`src/rtl/ps2_key_events_if.sv`:
```
// Byte-in / event-out bundle for the PS/2 key event decoder.
// The slave side is the decoder. The master side is the byte source and the event consumer.
interface ps2_key_events_if #(
  parameter int DEPTH = 8
);
  logic [7:0]              ps2_byte;
  logic                    ps2_valid;
  logic                    rd_en;
  logic [9:0]              evt_data;
  logic                    evt_valid;
  logic                    full;
  logic [$clog2(DEPTH):0]  count;
  logic                    overflow;
  logic [31:0]             disp;

  modport master (
    output ps2_byte, ps2_valid, rd_en,
    input  evt_data, evt_valid, full, count, overflow, disp
  );

  modport slave (
    input  ps2_byte, ps2_valid, rd_en,
    output evt_data, evt_valid, full, count, overflow, disp
  );
endinterface

```
`src/rtl/ps2_key_events.sv`:
```
// Turns PS/2 scan bytes into {ext, brk, code} key events.
// Events are queued in a first-word-fall-through FIFO, and the last four codes are kept for the display.
module ps2_key_events #(
  parameter int DEPTH   = 8,
  parameter int TIMEOUT = 2000000
) (
  input  logic            clk,
  input  logic            rst,
  ps2_key_events_if.slave bus
);
  localparam int AW = $clog2(DEPTH);
  localparam int TW = (TIMEOUT > 2) ? $clog2(TIMEOUT) : 1;

  typedef enum logic [1:0] {IDLE, EXT, BRK, EXT_BRK} state_t;

  state_t        state, next_state;
  logic [TW-1:0] tmo_cnt;
  logic          tmo_hit;
  logic          is_e0, is_f0, emit;
  logic [9:0]    emit_evt;

  logic [9:0]    mem [DEPTH];
  logic [AW-1:0] wr_ptr, rd_ptr;
  logic [AW:0]   count_q;
  logic          overflow_q;
  logic [31:0]   disp_q;
  logic          empty, full_w, do_push, do_pop;

  assign is_e0    = (bus.ps2_byte == 8'hE0);
  assign is_f0    = (bus.ps2_byte == 8'hF0);
  assign tmo_hit  = (tmo_cnt == TW'(TIMEOUT - 1));
  assign emit_evt = {(state == EXT) || (state == EXT_BRK),
                     (state == BRK) || (state == EXT_BRK),
                     bus.ps2_byte};

  always_ff @(posedge clk) begin
    if (rst) state <= IDLE;
    else     state <= next_state;
  end

  always_comb begin
    next_state = state;
    emit       = 1'b0;
    if (bus.ps2_valid) begin
      case (state)
        IDLE: begin
          if (is_e0)      next_state = EXT;
          else if (is_f0) next_state = BRK;
          else            emit = 1'b1;
        end
        EXT: begin
          if (is_f0)      next_state = EXT_BRK;
          else if (!is_e0) begin
            emit       = 1'b1;
            next_state = IDLE;
          end
        end
        BRK: begin
          if (is_e0)      next_state = EXT_BRK;
          else if (!is_f0) begin
            emit       = 1'b1;
            next_state = IDLE;
          end
        end
        default: begin
          if (!is_e0 && !is_f0) begin
            emit       = 1'b1;
            next_state = IDLE;
          end
        end
      endcase
    end else if (state != IDLE && tmo_hit) begin
      next_state = IDLE;
    end
  end

  // Saturates at TIMEOUT-1, so it stays parked there in IDLE until the next byte clears it.
  always_ff @(posedge clk) begin
    if (rst)                            tmo_cnt <= '0;
    else if (bus.ps2_valid)             tmo_cnt <= '0;
    else if (state != IDLE && !tmo_hit) tmo_cnt <= tmo_cnt + 1'b1;
  end

  assign empty   = (count_q == '0);
  assign full_w  = (count_q == (AW+1)'(DEPTH));
  assign do_pop  = bus.rd_en && !empty;
  assign do_push = emit && (!full_w || do_pop);

  always_ff @(posedge clk) begin
    if (do_push) mem[wr_ptr] <= emit_evt;
  end

  always_ff @(posedge clk) begin
    if (rst) begin
      wr_ptr     <= '0;
      rd_ptr     <= '0;
      count_q    <= '0;
      overflow_q <= 1'b0;
      disp_q     <= 32'h0;
    end else begin
      if (do_push) wr_ptr <= wr_ptr + 1'b1;
      if (do_pop)  rd_ptr <= rd_ptr + 1'b1;
      case ({do_push, do_pop})
        2'b10:   count_q <= count_q + 1'b1;
        2'b01:   count_q <= count_q - 1'b1;
        default: count_q <= count_q;
      endcase
      if (emit && !do_push) overflow_q <= 1'b1;
      // The display history advances even when the FIFO drops the event.
      if (emit) disp_q <= {disp_q[23:0], bus.ps2_byte};
    end
  end

  assign bus.evt_data  = empty ? 10'h000 : mem[rd_ptr];
  assign bus.evt_valid = !empty;
  assign bus.full      = full_w;
  assign bus.count     = count_q;
  assign bus.overflow  = overflow_q;
  assign bus.disp      = disp_q;
endmodule

```
`src/flat_wrapper.sv`:
```
// flat-port wrapper written by rule: the top's interface ports become plain ports
module ps2_key_events_flat 
#(
  parameter int DEPTH   = 8,
  parameter int TIMEOUT = 2000000
)
  (clk, rst, bus_ps2_byte, bus_ps2_valid, bus_rd_en, bus_evt_data, bus_evt_valid, bus_full, bus_count, bus_overflow, bus_disp);
  ps2_key_events_if #(.DEPTH(DEPTH)) bus_i ();
  input  logic clk;
  input  logic rst;
  input wire logic [$bits(bus_i.ps2_byte)-1:0] bus_ps2_byte;
  input wire logic [$bits(bus_i.ps2_valid)-1:0] bus_ps2_valid;
  input wire logic [$bits(bus_i.rd_en)-1:0] bus_rd_en;
  output wire logic [$bits(bus_i.evt_data)-1:0] bus_evt_data;
  output wire logic [$bits(bus_i.evt_valid)-1:0] bus_evt_valid;
  output wire logic [$bits(bus_i.full)-1:0] bus_full;
  output wire logic [$bits(bus_i.count)-1:0] bus_count;
  output wire logic [$bits(bus_i.overflow)-1:0] bus_overflow;
  output wire logic [$bits(bus_i.disp)-1:0] bus_disp;
  assign bus_i.ps2_byte = bus_ps2_byte;
  assign bus_i.ps2_valid = bus_ps2_valid;
  assign bus_i.rd_en = bus_rd_en;
  assign bus_evt_data = bus_i.evt_data;
  assign bus_evt_valid = bus_i.evt_valid;
  assign bus_full = bus_i.full;
  assign bus_count = bus_i.count;
  assign bus_overflow = bus_i.overflow;
  assign bus_disp = bus_i.disp;
  ps2_key_events #(.DEPTH(DEPTH), .TIMEOUT(TIMEOUT)) u_core (.clk(clk), .rst(rst), .bus(bus_i));
endmodule
```
`config.mk`:
```
export PLATFORM = sky130hd
export DESIGN_NAME = ps2_key_events_flat
export DESIGN_NICKNAME = d
export VERILOG_FILES = /design/src/rtl/ps2_key_events_if.sv /design/src/rtl/ps2_key_events.sv /design/src/flat_wrapper.sv
export SDC_FILE = /design/constraint.sdc
export NUM_CORES = 1
export LEC_CHECK = 0
export BUFFER_PORTS_ARGS = -buffer_cell sky130_fd_sc_hd__buf_4
export CAP_MARGIN = 20
export CORE_ASPECT_RATIO = 0.9
export CORE_MARGIN = 5
export CORE_UTILIZATION = 33
export CTS_CLUSTER_SIZE = 16
export DETAILED_ROUTE_END_ITERATION = 8
export PLACE_DENSITY = 0.62
export SLEW_MARGIN = 20
export SYNTH_ARGS = -nofsm -noshare
export SYNTH_HDL_FRONTEND = slang
export SYNTH_SLANG_ARGS = --single-unit
```
`constraint.sdc`:
```
create_clock -name clk -period 2.3 [get_ports clk]
set_input_delay 0.115 -clock clk [delete_from_list [all_inputs] [get_ports clk]]
set_output_delay 0.115 -clock clk [all_outputs]
set_load 0.02 [all_outputs]
```
==> out/qor.yml <==
critical_path:
  reg2reg_depth: 12
  cp_max_fo: 5
  worst-setup-path-type: "reg2reg"
  crit_chain: "buf_6, nor4_4, inv_2, and2_4, nand2_4, inv_2, ha_1, a21o_1, a21oi_2, or3_4, and3b_1, nor3_2"
  r2r_end: "u_core.bus.count[3]"
  regToRegSetupSlack_ps: 50
  cp.arrival_ps: 2590
  slowest_delay_ps: 370
  timing.rr.start: "u_core.bus.count[0]"
  cpMostUsedCell: "inv_2"
  cp_num_buf_inv: 3
  worstSetupStartpointType: "register"
  critPathTopFamily: "simple AND/OR/NAND/NOR gates"
  slowest_stage: "or3_4"
  cp.required_ps: 2640
  end_kind: "register"
place:
  dp_cells: 799
  hpwl_um: 9320
  gp_congestion: 0.790
  port_buffers: 60
  postPlaceCellArea_um2: 6970
sta:
  post-route-period-util: 0.979
  max_freq_mhz: 444
  drv_slew: 0
  maxSlewHeadroom: 0.548
  skew_ps: 9.35
  tightest_slew_ps: 678
  hold_viol: 0
  setup_tns_ps: 0
  period_needed_ps: 2250
  setup_violations: 0
yosys:
  synth_edf_count: 80
  synth_seq_area_share: 0.618
  synth.avg_cell_area_um2: 12.4
  yosysUniqueCellTypes: 56
  async_reset_ff_frac: 0
  synth-seq-cells: 149
  yosys_most_used_dff: "edfxtp_1"
  syn_inst: 493
  syn_area_um2: 6120
  yosys_warnings: 0
  syn-num-nets: 515
drt:
  first_iter_violations: 304
  vias: 4043
  drc: 0
  viasPerCell: 4.83
  routedWlPerCell_um: 16.4
  first_pass_iters: 5
  wl_um: 13700
  drtAntennaViolNets: 0
die:
  start_util: 0.335
  die_w_um: 154
  io_pins: 61
  die_height_um: 139
  dieArea_um2: 21400
  core.rowCount: 47
  core_um2: 18300
cts:
  clk_pin_slew_ps: 60
  root_buffer: "clkbuf_16"
  tritoncts: "yes"
  htree_num_levels: 4
  cts_num_sinks: 149
  numCtsBuffers: 17
  clkLatencyLatePin_ps: 420
  clockBufferDepth: 2
layout:
  area_growth_pct: 24.6
  final_cell_mix: "84 x buf_4, 82 x nand2_1, 80 x edfxtp_1, 65 x dfxtp_1, 49 x nor2_1"
  final_nets: 601
  layoutNonFillerInstCount: 837
  antennaDiodeCount: 0
  drive_gt1_frac: 0.291
  utilization: 0.417
  postLayoutCellArea_um2: 7620
  layout_commonest_cell: "buf_4"
power:
  peakVddDrop_uv: 585
  p_clk_frac: 0.364
  p_switching_mw: 2.00
  netSwitchingFraction: 0.281
  power_density_nw_per_um2: 933
  combPwrFrac: 0.215
  p_int_mw: 5.12
  p_seq_frac: 0.421
  p_leak_nw: 2.69
hold_path:
  hold_class: "in2reg"
  hold_end: "u_core.mem[3][6]"
  min_path_cells: 2
  holdCritStartpoint: "bus_ps2_byte[6]"
global_routing:
  grt_pass1_vias: 4010
  antenna_found_initial: 0
  track_usage: 0.131
  use_met3: 0.0431
  globalRouteMet2Util: 0.201
  use_met1: 0.174
  grt_max_degree: 50
  grt-ovfl-total: 0
  grt_pass1_wl_um: 21900
  busiest_layer: "met2"
flow_run:
  cap_violations: 0
outcome:
  status: "completed"
[per-layer routing]
metal / part of all wire / up-vias
li1: - / 1933
met5: 0 / -
met2: 0.47 / 88
met3: 0.066 / 12
met4: 0.011 / 0
met1: 0.46 / 2010
[kinds of logic after synthesis]
| group | after synthesis | share of synthesized area |
|---|---|---|
| simple gates | 186 | 0.145 |
| flops | 149 | 0.618 |
| compound gates | 56 | 0.0569 |
| mux | 37 | 0.101 |
| buf+inv | 33 | 0.0256 |
| xor+xnor | 22 | 0.0315 |
| fa+ha+maj | 10 | 0.0217 |
[state kept, by name, indices dropped and copies added (netlist names), named ones only]
register,cells
u_core.mem,80
u_core.bus.disp,32
u_core.tmo_cnt,21
u_core.bus.count,4
u_core.rd_ptr,3
u_core.wr_ptr,3
u_core.state,2
u_core.bus.overflow,1
[cells in the mapped netlist (all sizes together) (2+ instances only)]
master | number | area (um2)
inv | 10 | 37.5
or4b | 2 | 23.8
nand4b | 2 | 17.5
or2b | 3 | 26.3
clkbuf | 17 | 83.8
dfxtp | 69 | 1380
and3 | 2 | 13.8
nor4 | 4 | 61.3
or2 | 5 | 31.3
ha | 9 | 113
xnor2 | 10 | 87.6
o21ai | 2 | 13.8
mux2i | 17 | 170
or3 | 2 | 12.5
nand3b | 3 | 26.3
nand4 | 5 | 31.3
nor3 | 6 | 30.0
nor2 | 52 | 195
nand2 | 83 | 312
xor2 | 12 | 105
edfxtp | 80 | 2400
a211oi | 3 | 22.5
nand2b | 2 | 12.5
mux4 | 20 | 450
a21oi | 40 | 204
buf | 6 | 35.0
nand3 | 9 | 45.0
[cell type report]
class                           count  area [um2]
Fill cell                        1664       10700
Multi-Input combinational cell    311        2230
Clock inverter                     14         126
Tap cell                          245         307
Clock buffer                       18         429
Sequential cell                   149        3790
Inverter                           10        37.5
Timing Repair Buffer               90         702
[worst max-delay path by stage]
stage	cells after the start	from	endpoint
after floorplan	12	bus_ps2_byte[0]	u_core.bus.count[3]
after global placement	4	u_core.bus.count[1]	u_core.mem[4][7]
after detailed placement	4	u_core.bus.count[1]	u_core.mem[2][1]
after CTS	11	u_core.bus.count[3]	u_core.bus.count[3]
after global routing	12	u_core.bus.count[0]	u_core.bus.count[3]
final	12	u_core.bus.count[0]	u_core.bus.count[3]
[power groups by stage]
| stage | sequential (mW) | clock, mW | combinational, mW |
|---|---|---|---|
| 3_3_place_gp | 3.04 | 0 | 1.46 |
| 2_1_floorplan | 3.08 | 0 | 0.870 |
| 5_1_grt | 3.00 | 2.76 | 1.66 |
| 3_5_place_dp | 3.05 | 0 | 1.48 |
| 4_1_cts | 2.99 | 2.65 | 1.49 |
| 6_report | 2.99 | 2.59 | 1.53 |
[per-stage QoR]
stage | power (mW) | setup WS, ps | hold slack (ps)
2_1_floorplan | 3.95 | -56.1 | 214
3_3_place_gp | 4.50 | 51.3 | 362
3_5_place_dp | 4.53 | -41.8 | 374
4_1_cts | 7.13 | 15.5 | 13.7
5_1_grt | 7.42 | -12.3 | 35.5
6_report | 7.12 | 47.5 | 39.2
[repair_timing]
item	CTS	global route
setup endpoints to repair	10	21
hold endpoints to repair	24	0
buffers inserted	0	2
pin swaps	0	7
hold buffers	4	0
gates resized for setup	2	13
[worst reg2reg max path, stage by stage, from the launching register on]
cell	delay (ps)
dfxtp_2	320
buf_6	120
nor4_4	300
inv_2	80
and2_4	160
nand2_4	60
inv_2	40
ha_1	260
a21o_1	110
a21oi_2	60
or3_4	370
and3b_1	180
nor3_2	100
Note: power is estimated with default switching activity, not from simulation.
